$ cat src/rtl/sarray_store_pkg.sv
// ============================================================================
// sarray_store_pkg : shared widths, FSM states and FIFO entry layout
// Revision 1.0
// ============================================================================
`default_nettype none

package sarray_store_pkg;

    localparam int DATA_W = 512;
    localparam int CNT_W  = 4;
    localparam int ADDR_W = 32;

    typedef enum logic [1:0] {
        IDLE   = 2'd0,
        ACTIVE = 2'd1,
        DONE   = 2'd2
    } state_e;

    typedef struct packed {
        logic [ADDR_W-1:0] addr;
        logic [DATA_W-1:0] data;
    } entry_t;

endpackage

`default_nettype wire

$ cat src/rtl/sarray_store_fifo.sv
// ============================================================================
// sarray_store_fifo : synchronous first-word-fall-through FIFO
// Revision 1.0
// ============================================================================
`default_nettype none

module sarray_store_fifo #(
    parameter int W     = 8,
    parameter int DEPTH = 8
) (
    input  logic         clk_i,
    input  logic         rst_i,
    input  logic         push_i,
    input  logic         pop_i,
    input  logic [W-1:0] din_i,
    output logic [W-1:0] dout_o,
    output logic         full_o,
    output logic         empty_o
);

    localparam int AW = $clog2(DEPTH);

    logic [W-1:0] mem_q [DEPTH];
    logic [AW:0]  wr_ptr_q;
    logic [AW:0]  rd_ptr_q;

    // Extra pointer bit distinguishes full from empty when the indices match.
    assign empty_o = (wr_ptr_q == rd_ptr_q);
    assign full_o  = (wr_ptr_q[AW] != rd_ptr_q[AW]) &&
                     (wr_ptr_q[AW-1:0] == rd_ptr_q[AW-1:0]);
    assign dout_o  = mem_q[rd_ptr_q[AW-1:0]];

    always_ff @(posedge clk_i) begin
        if (rst_i) begin
            wr_ptr_q <= '0;
            rd_ptr_q <= '0;
        end else begin
            if (push_i) wr_ptr_q <= wr_ptr_q + (AW+1)'(1);
            if (pop_i)  rd_ptr_q <= rd_ptr_q + (AW+1)'(1);
        end
    end

    always_ff @(posedge clk_i) begin
        if (push_i) mem_q[wr_ptr_q[AW-1:0]] <= din_i;
    end

endmodule

`default_nettype wire

$ cat src/rtl/sarray_store_collector.sv
// ============================================================================
// sarray_store_collector : buffers systolic-array result rows and issues stores
// Revision 1.0
// ============================================================================
`default_nettype none

module sarray_store_collector #(
    parameter int DATA_W = sarray_store_pkg::DATA_W,
    parameter int CNT_W  = sarray_store_pkg::CNT_W,
    parameter int ADDR_W = sarray_store_pkg::ADDR_W,
    parameter int DEPTH  = 8
) (
    input  logic              clk_i,
    input  logic              rst_i,
    input  logic              cfg_valid_i,
    output logic              cfg_ready_o,
    input  logic [ADDR_W-1:0] cfg_base_i,
    input  logic [ADDR_W-1:0] cfg_stride_i,
    input  logic [CNT_W-1:0]  cfg_rows_m1_i,
    input  logic              bot_valid_i,
    input  logic [CNT_W-1:0]  bot_cnt_i,
    input  logic [DATA_W-1:0] bot_data_i,
    output logic              st_valid_o,
    input  logic              st_ready_i,
    output logic [ADDR_W-1:0] st_addr_o,
    output logic [DATA_W-1:0] st_data_o,
    output logic              busy_o,
    output logic              storec_done_o,
    output logic              err_o
);

    import sarray_store_pkg::*;

    state_e              state_q, state_d;
    logic [ADDR_W-1:0]   base_q, stride_q;
    logic [CNT_W-1:0]    rows_m1_q;
    logic [CNT_W:0]      recv_q, stored_q;
    logic                err_q;

    logic [CNT_W:0]        w_total;
    logic                  w_cfg_take, w_pop, w_push, w_drop, w_excess;
    logic                  w_full, w_empty;
    logic [ADDR_W-1:0]     w_row_addr;
    logic [ADDR_W+DATA_W-1:0] w_din, w_head;

    assign w_total    = {1'b0, rows_m1_q} + {{CNT_W{1'b0}}, 1'b1};
    assign w_cfg_take = (state_q == IDLE) && cfg_valid_i;
    assign w_pop      = !w_empty && st_ready_i;
    assign w_excess   = (recv_q == w_total);
    // A full FIFO still accepts a row when its head leaves in the same cycle.
    assign w_push     = (state_q == ACTIVE) && bot_valid_i && !w_excess &&
                        (!w_full || w_pop);
    assign w_drop     = bot_valid_i && !w_push;
    assign w_row_addr = base_q + ADDR_W'(bot_cnt_i) * stride_q;
    assign w_din      = {w_row_addr, bot_data_i};

    sarray_store_fifo #(
        .W     (ADDR_W + DATA_W),
        .DEPTH (DEPTH)
    ) u_fifo (
        .clk_i   (clk_i),
        .rst_i   (rst_i),
        .push_i  (w_push),
        .pop_i   (w_pop),
        .din_i   (w_din),
        .dout_o  (w_head),
        .full_o  (w_full),
        .empty_o (w_empty)
    );

    // Storage is not reset, so the head is masked while the FIFO is empty.
    assign st_valid_o = !w_empty;
    assign st_addr_o  = w_empty ? '0 : w_head[ADDR_W+DATA_W-1:DATA_W];
    assign st_data_o  = w_empty ? '0 : w_head[DATA_W-1:0];
    assign err_o      = err_q;

    always_comb begin
        state_d       = state_q;
        cfg_ready_o   = 1'b0;
        busy_o        = 1'b0;
        storec_done_o = 1'b0;
        case (state_q)
            IDLE: begin
                cfg_ready_o = 1'b1;
                if (cfg_valid_i) state_d = ACTIVE;
            end
            ACTIVE: begin
                busy_o = 1'b1;
                if ((stored_q == w_total) && w_empty) state_d = DONE;
            end
            DONE: begin
                busy_o        = 1'b1;
                storec_done_o = 1'b1;
                state_d       = IDLE;
            end
            default: state_d = IDLE;
        endcase
    end

    always_ff @(posedge clk_i) begin
        if (rst_i) begin
            state_q   <= IDLE;
            base_q    <= '0;
            stride_q  <= '0;
            rows_m1_q <= '0;
            recv_q    <= '0;
            stored_q  <= '0;
            err_q     <= 1'b0;
        end else begin
            state_q <= state_d;
            if (w_cfg_take) begin
                base_q    <= cfg_base_i;
                stride_q  <= cfg_stride_i;
                rows_m1_q <= cfg_rows_m1_i;
                recv_q    <= '0;
                stored_q  <= '0;
            end else begin
                if (w_push) recv_q   <= recv_q + (CNT_W+1)'(1);
                if (w_pop)  stored_q <= stored_q + (CNT_W+1)'(1);
            end
            if (w_drop)          err_q <= 1'b1;
            else if (w_cfg_take) err_q <= 1'b0;
        end
    end

endmodule

`default_nettype wire

$ cat config.mk
export PLATFORM = sky130hd
export DESIGN_NAME = sarray_store_collector
export DESIGN_NICKNAME = d
export VERILOG_FILES = /design/src/rtl/sarray_store_pkg.sv /design/src/rtl/sarray_store_fifo.sv /design/src/rtl/sarray_store_collector.sv
export SDC_FILE = /design/constraint.sdc
export NUM_CORES = 2
export LEC_CHECK = 0
export ABC_AREA = 1
export CAP_MARGIN = 20
export CORE_MARGIN = 1.5
export CORE_UTILIZATION = 35
export CTS_BUF_LIST = sky130_fd_sc_hd__clkbuf_8 sky130_fd_sc_hd__clkbuf_16
export DETAILED_ROUTE_END_ITERATION = 6
export PLACE_DENSITY = 0.59
export SETUP_SLACK_MARGIN = 0.05
export SYNTH_ARGS = -nofsm -noshare
export SYNTH_HDL_FRONTEND = slang
export SYNTH_MEMORY_MAX_BITS = 65536
export SYNTH_SLANG_ARGS = --single-unit
$ cat constraint.sdc
create_clock -name clk_i -period 62.6 [get_ports clk_i]
set_clock_uncertainty 0.15 [all_clocks]
set_input_delay 6.26 -clock clk_i [delete_from_list [all_inputs] [get_ports clk_i]]
set_output_delay 6.26 -clock clk_i [all_outputs]
set_load 0.05 [all_outputs]
==> qor.txt <==
===============================================================================================
Status ........................................................................... complete, but fails checks
Violated checks ..................................................................          DRC
Nets .............................................................................       15,190
Residual DRC count ...............................................................            1
Post-Synthesis Cells .............................................................       13,613
CTS tree .........................................................................        built
HPWL after DPL ...................................................................   284,000 um
Floorplan die height .............................................................       712 um
CTS Buffer Depth .................................................................            4
Quantity of gates resized following cts ..........................................            0
Most Crowded Layer GR ............................................................         met2
Worst-case register-to-register setup slack ......................................     55.37 ns
Number of buffers created by CTS .................................................          459
Initial cell density of the core .................................................        0.351
Post-route antenna net violation count ...........................................            0
Top FF cell, synth ...............................................................     edfxtp_1
Class of the tightest hold or removal check ...................................... register to register
Number of cells after detailed placement .........................................       20,690
End of the worst register-to-register path ....................................... u_fifo.mem_q[3][271]
Element type at the critical path end ............................................   output pin
Share of layout cells above drive strength 1 .....................................       0.0558
Area leader, netlist .............................................................     edfxtp_1
Total overflow reported by the global router .....................................            0
Design internal power ............................................................      5.42 mW
Number of hold violations in the final report ....................................            0
Detail-routed net length per standard cell .......................................      23.3 um
Total wire length ................................................................   503,000 um
Count of buffers added by post-CTS timing repair for setup .......................            0
Area of the multi-input gates ....................................................   0.0383 mm2
Kind of start point of the critical path .........................................     register
Initial antenna violation count ..................................................          179
End point of the most critical hold path .........................................        err_o
Required arrival time at the worst endpoint ......................................     56.19 ns
Global Route met1 Usage ..........................................................        0.245
Per-instance average area after synthesis ........................................     12.9 um2
Filler cells .....................................................................       46,005
Global Route met2 Usage ..........................................................        0.309
Number of warning messages in the yosys log ......................................            0
GPL Wtd Cong .....................................................................        0.912
Floorplan core area ..............................................................    0.501 mm2
Netlist cell types ...............................................................           35
Cell row count ...................................................................          260
Total nets after synthesis .......................................................       14,332
Power Total ......................................................................      8.33 mW
R2R depth ........................................................................           11
Overall die area .................................................................    0.507 mm2
Total area of sequential cells ...................................................    0.133 mm2
Sw frac ..........................................................................        0.350
IR Drop Worst-Case VDD ...........................................................    0.0344 mV
Root buffer selected by CTS ......................................................    clkbuf_16
Global-route wire length before repair ...........................................   728,000 um
Share of power burned in the clock network .......................................        0.312
Classification of the worst setup path ........................................... register to output pin
Input/output buffers .............................................................        1,137
Final Worst Setup Slack ..........................................................     47.52 ns
Fraction of synthesized cell area taken by the top area cell type ................        0.743
Post-DR vias/cell ................................................................         5.20
Portion of total power attributed to combinational logic .........................        0.286
Final Cycle Share ................................................................        0.241
Post-route minimum period ........................................................     15.08 ns
Length of the first detailed-routing pass in iterations ..........................            7
I/O pins .........................................................................        1,138
Worst EP arrival .................................................................      8.67 ns
Final setup TNS ..................................................................         0 ns
RSZ-0062 raised after global routing .............................................        false
Cts hold-fix bufs ................................................................            0
Die X-Extent .....................................................................       712 um
Slew margin rel. .................................................................        0.199
Starting DRT DRC Count ...........................................................       10,424
Area after DPL ...................................................................    0.194 mm2
Startpoint of the most critical register-to-register path ........................ u_fifo.wr_ptr_q[2]
Fraction of synthesis flops using an asynchronous set or reset pin ...............            0
Count of H-tree levels built during CTS ..........................................            5
Synth Cell Area ..................................................................    0.176 mm2
Placement Setup Slack ............................................................     48.70 ns
Final Hold Slack .................................................................     0.325 ns
Post-layout instance area ........................................................    0.208 mm2
Sequential group share of total power ............................................        0.403
Synth top cells by count ......................................................... edfxtp_1 (4,352), nor2_1 (3,400), o21ai_0 (2,487), clkbuf_1 (674), a31oi_1 (546)
Synth area leaders ............................................................... edfxtp_1 (74%), nor2_1 (7.3%), o21ai_0 (7.1%)
Synth-to-layout area growth ......................................................        18.2%
Largest fanout of any net on the critical path ...................................          189
Leak pwr .........................................................................      68.2 nW
Total via count after detailed routing ...........................................      112,281
Final Slew Violations ............................................................            0
Clock insertion delay at the later pin of the skew report ........................      0.98 ns
Slew at the pin closest to its max-slew limit ....................................      1.20 ns
Final-report setup violation count ...............................................            0
Maximum number of pins on one net before global-route repair .....................          288
Total routing usage reported by global routing ...................................        0.189
Highest Clock Rate ...............................................................     66.3 MHz
Switching component of the power .................................................      2.92 mW
Power per Cell Area ..............................................................  40.1 mW/mm2
Library cell with the highest instance count after synthesis .....................     edfxtp_1
Met3 Use GR ......................................................................       0.0442
Sequential cell area fraction in the yosys report ................................        0.753
Sink Count .......................................................................        4,444
Post-synthesis sequential element count ..........................................        4,444
Number of cells in the finished layout apart from fillers ........................       21,598
Post-synth EDFFs .................................................................        4,352
Max-cap viol count ...............................................................            0
Hold path startpoint .............................................................        err_o
Hold-critical path depth .........................................................            2
Number of global-route vias before repair ........................................      106,052
Post-route core utilization ......................................................        0.415
Clock input transition at the sequential cells of the worst setup and hold paths .      0.06 ns
===============================================================================================
-- power groups by stage --
stage	clock network [mW]	logic (mW)	registers (mW)
after floorplan	0	1.50	3.44
after global placement	0	2.37	3.42
after detailed placement	0	2.38	3.42
after CTS	2.64	2.39	3.35
after global routing	2.75	2.54	3.36
final	2.60	2.38	3.35
-- placed cells by master (no fill, tap or decap), drive strengths merged, types with 3 or more instances in the layout --
cell type      synthesis  layout
nor3                   9       9
o22ai                544     544
clkinvlp               0      15
xnor2                 11      11
o21a                   3       3
bufinv                 0      22
dfxtp                 92      92
inv                  314     433
fa                    86      86
nor2                3400    3400
a21oi                 75      75
diode                  0      72
a31oi                546     546
clkbuf               674     464
clkinv                 1     216
o21ai               2807    2807
nand4                  9       9
clkdlybuf4s50          0    1137
nand2                282     282
o21bai                11      11
buf                  267     201
xor2                  29      29
ha                    44      44
a21boi                 3       3
nand3                 49      49
edfxtp              4352    4352
-- cell type report --
| class | count | area share |
|---|---|---|
| Sequential cell | 4444 | 0.637 |
| Multi-Input combinational cell | 7913 | 0.184 |
| Timing Repair Buffer | 1338 | 0.0634 |
| Clock buffer | 464 | 0.0558 |
| Tap cell | 6681 | 0.0402 |
| Clock inverter | 371 | 0.0129 |
| Inverter | 315 | 0.00583 |
| Antenna cell | 72 | 0.000866 |
-- state kept, by name, summed over array words and instances (netlist names), named ones only --
| signal | count |
|---|---|
| state_q | 2 |
| err_o | 1 |
| u_fifo.wr_ptr_q | 4 |
| recv_q | 5 |
| stride_q | 32 |
| stored_q | 5 |
| rows_m1_q | 4 |
| u_fifo.mem_q | 4352 |
| u_fifo.rd_ptr_q | 4 |
| base_q | 32 |
-- layer usage --
| metal | wire [um] | vias to the layer above |
|---|---|---|
| met3 | 36700 | 901 |
| met4 | 18100 | 90 |
| met5 | 773 | - |
| met1 | 208000 | 56210 |
| met2 | 239000 | 3498 |
| li1 | - | 51582 |
-- cell families after synthesis --
group	synth area share
compound gates	0.122
buf+inv	0.0300
xor+xnor	0.00199
simple gates	0.0806
fa+ha+maj	0.0129
flops	0.753
-- how the worst max path moves through the flow --
stage	from	endpoint	slack, ns	depth (start not counted)
CTS	register	st_data_o[219]	47.58	11
detailed placement	register	st_data_o[219]	48.70	11
finish	register	st_data_o[219]	47.52	11
global route	register	st_data_o[219]	47.08	11
global placement	register	st_data_o[219]	48.76	11
floorplan	st_ready_i	u_fifo.mem_q[3][0]	16.85	5
-- critical path: stages (launching register included) --
cell	delay, ns
dfxtp_4	0.54
buf_4	0.88
buf_12	0.62
buf_4	0.90
buf_4	0.79
buf_4	0.74
buf_4	0.79
o21ai_0	0.22
o22ai_1	0.20
o21ai_0	0.09
a31oi_1	0.51
clkdlybuf4s50_1	0.92
(Power assumes the default switching activity.)
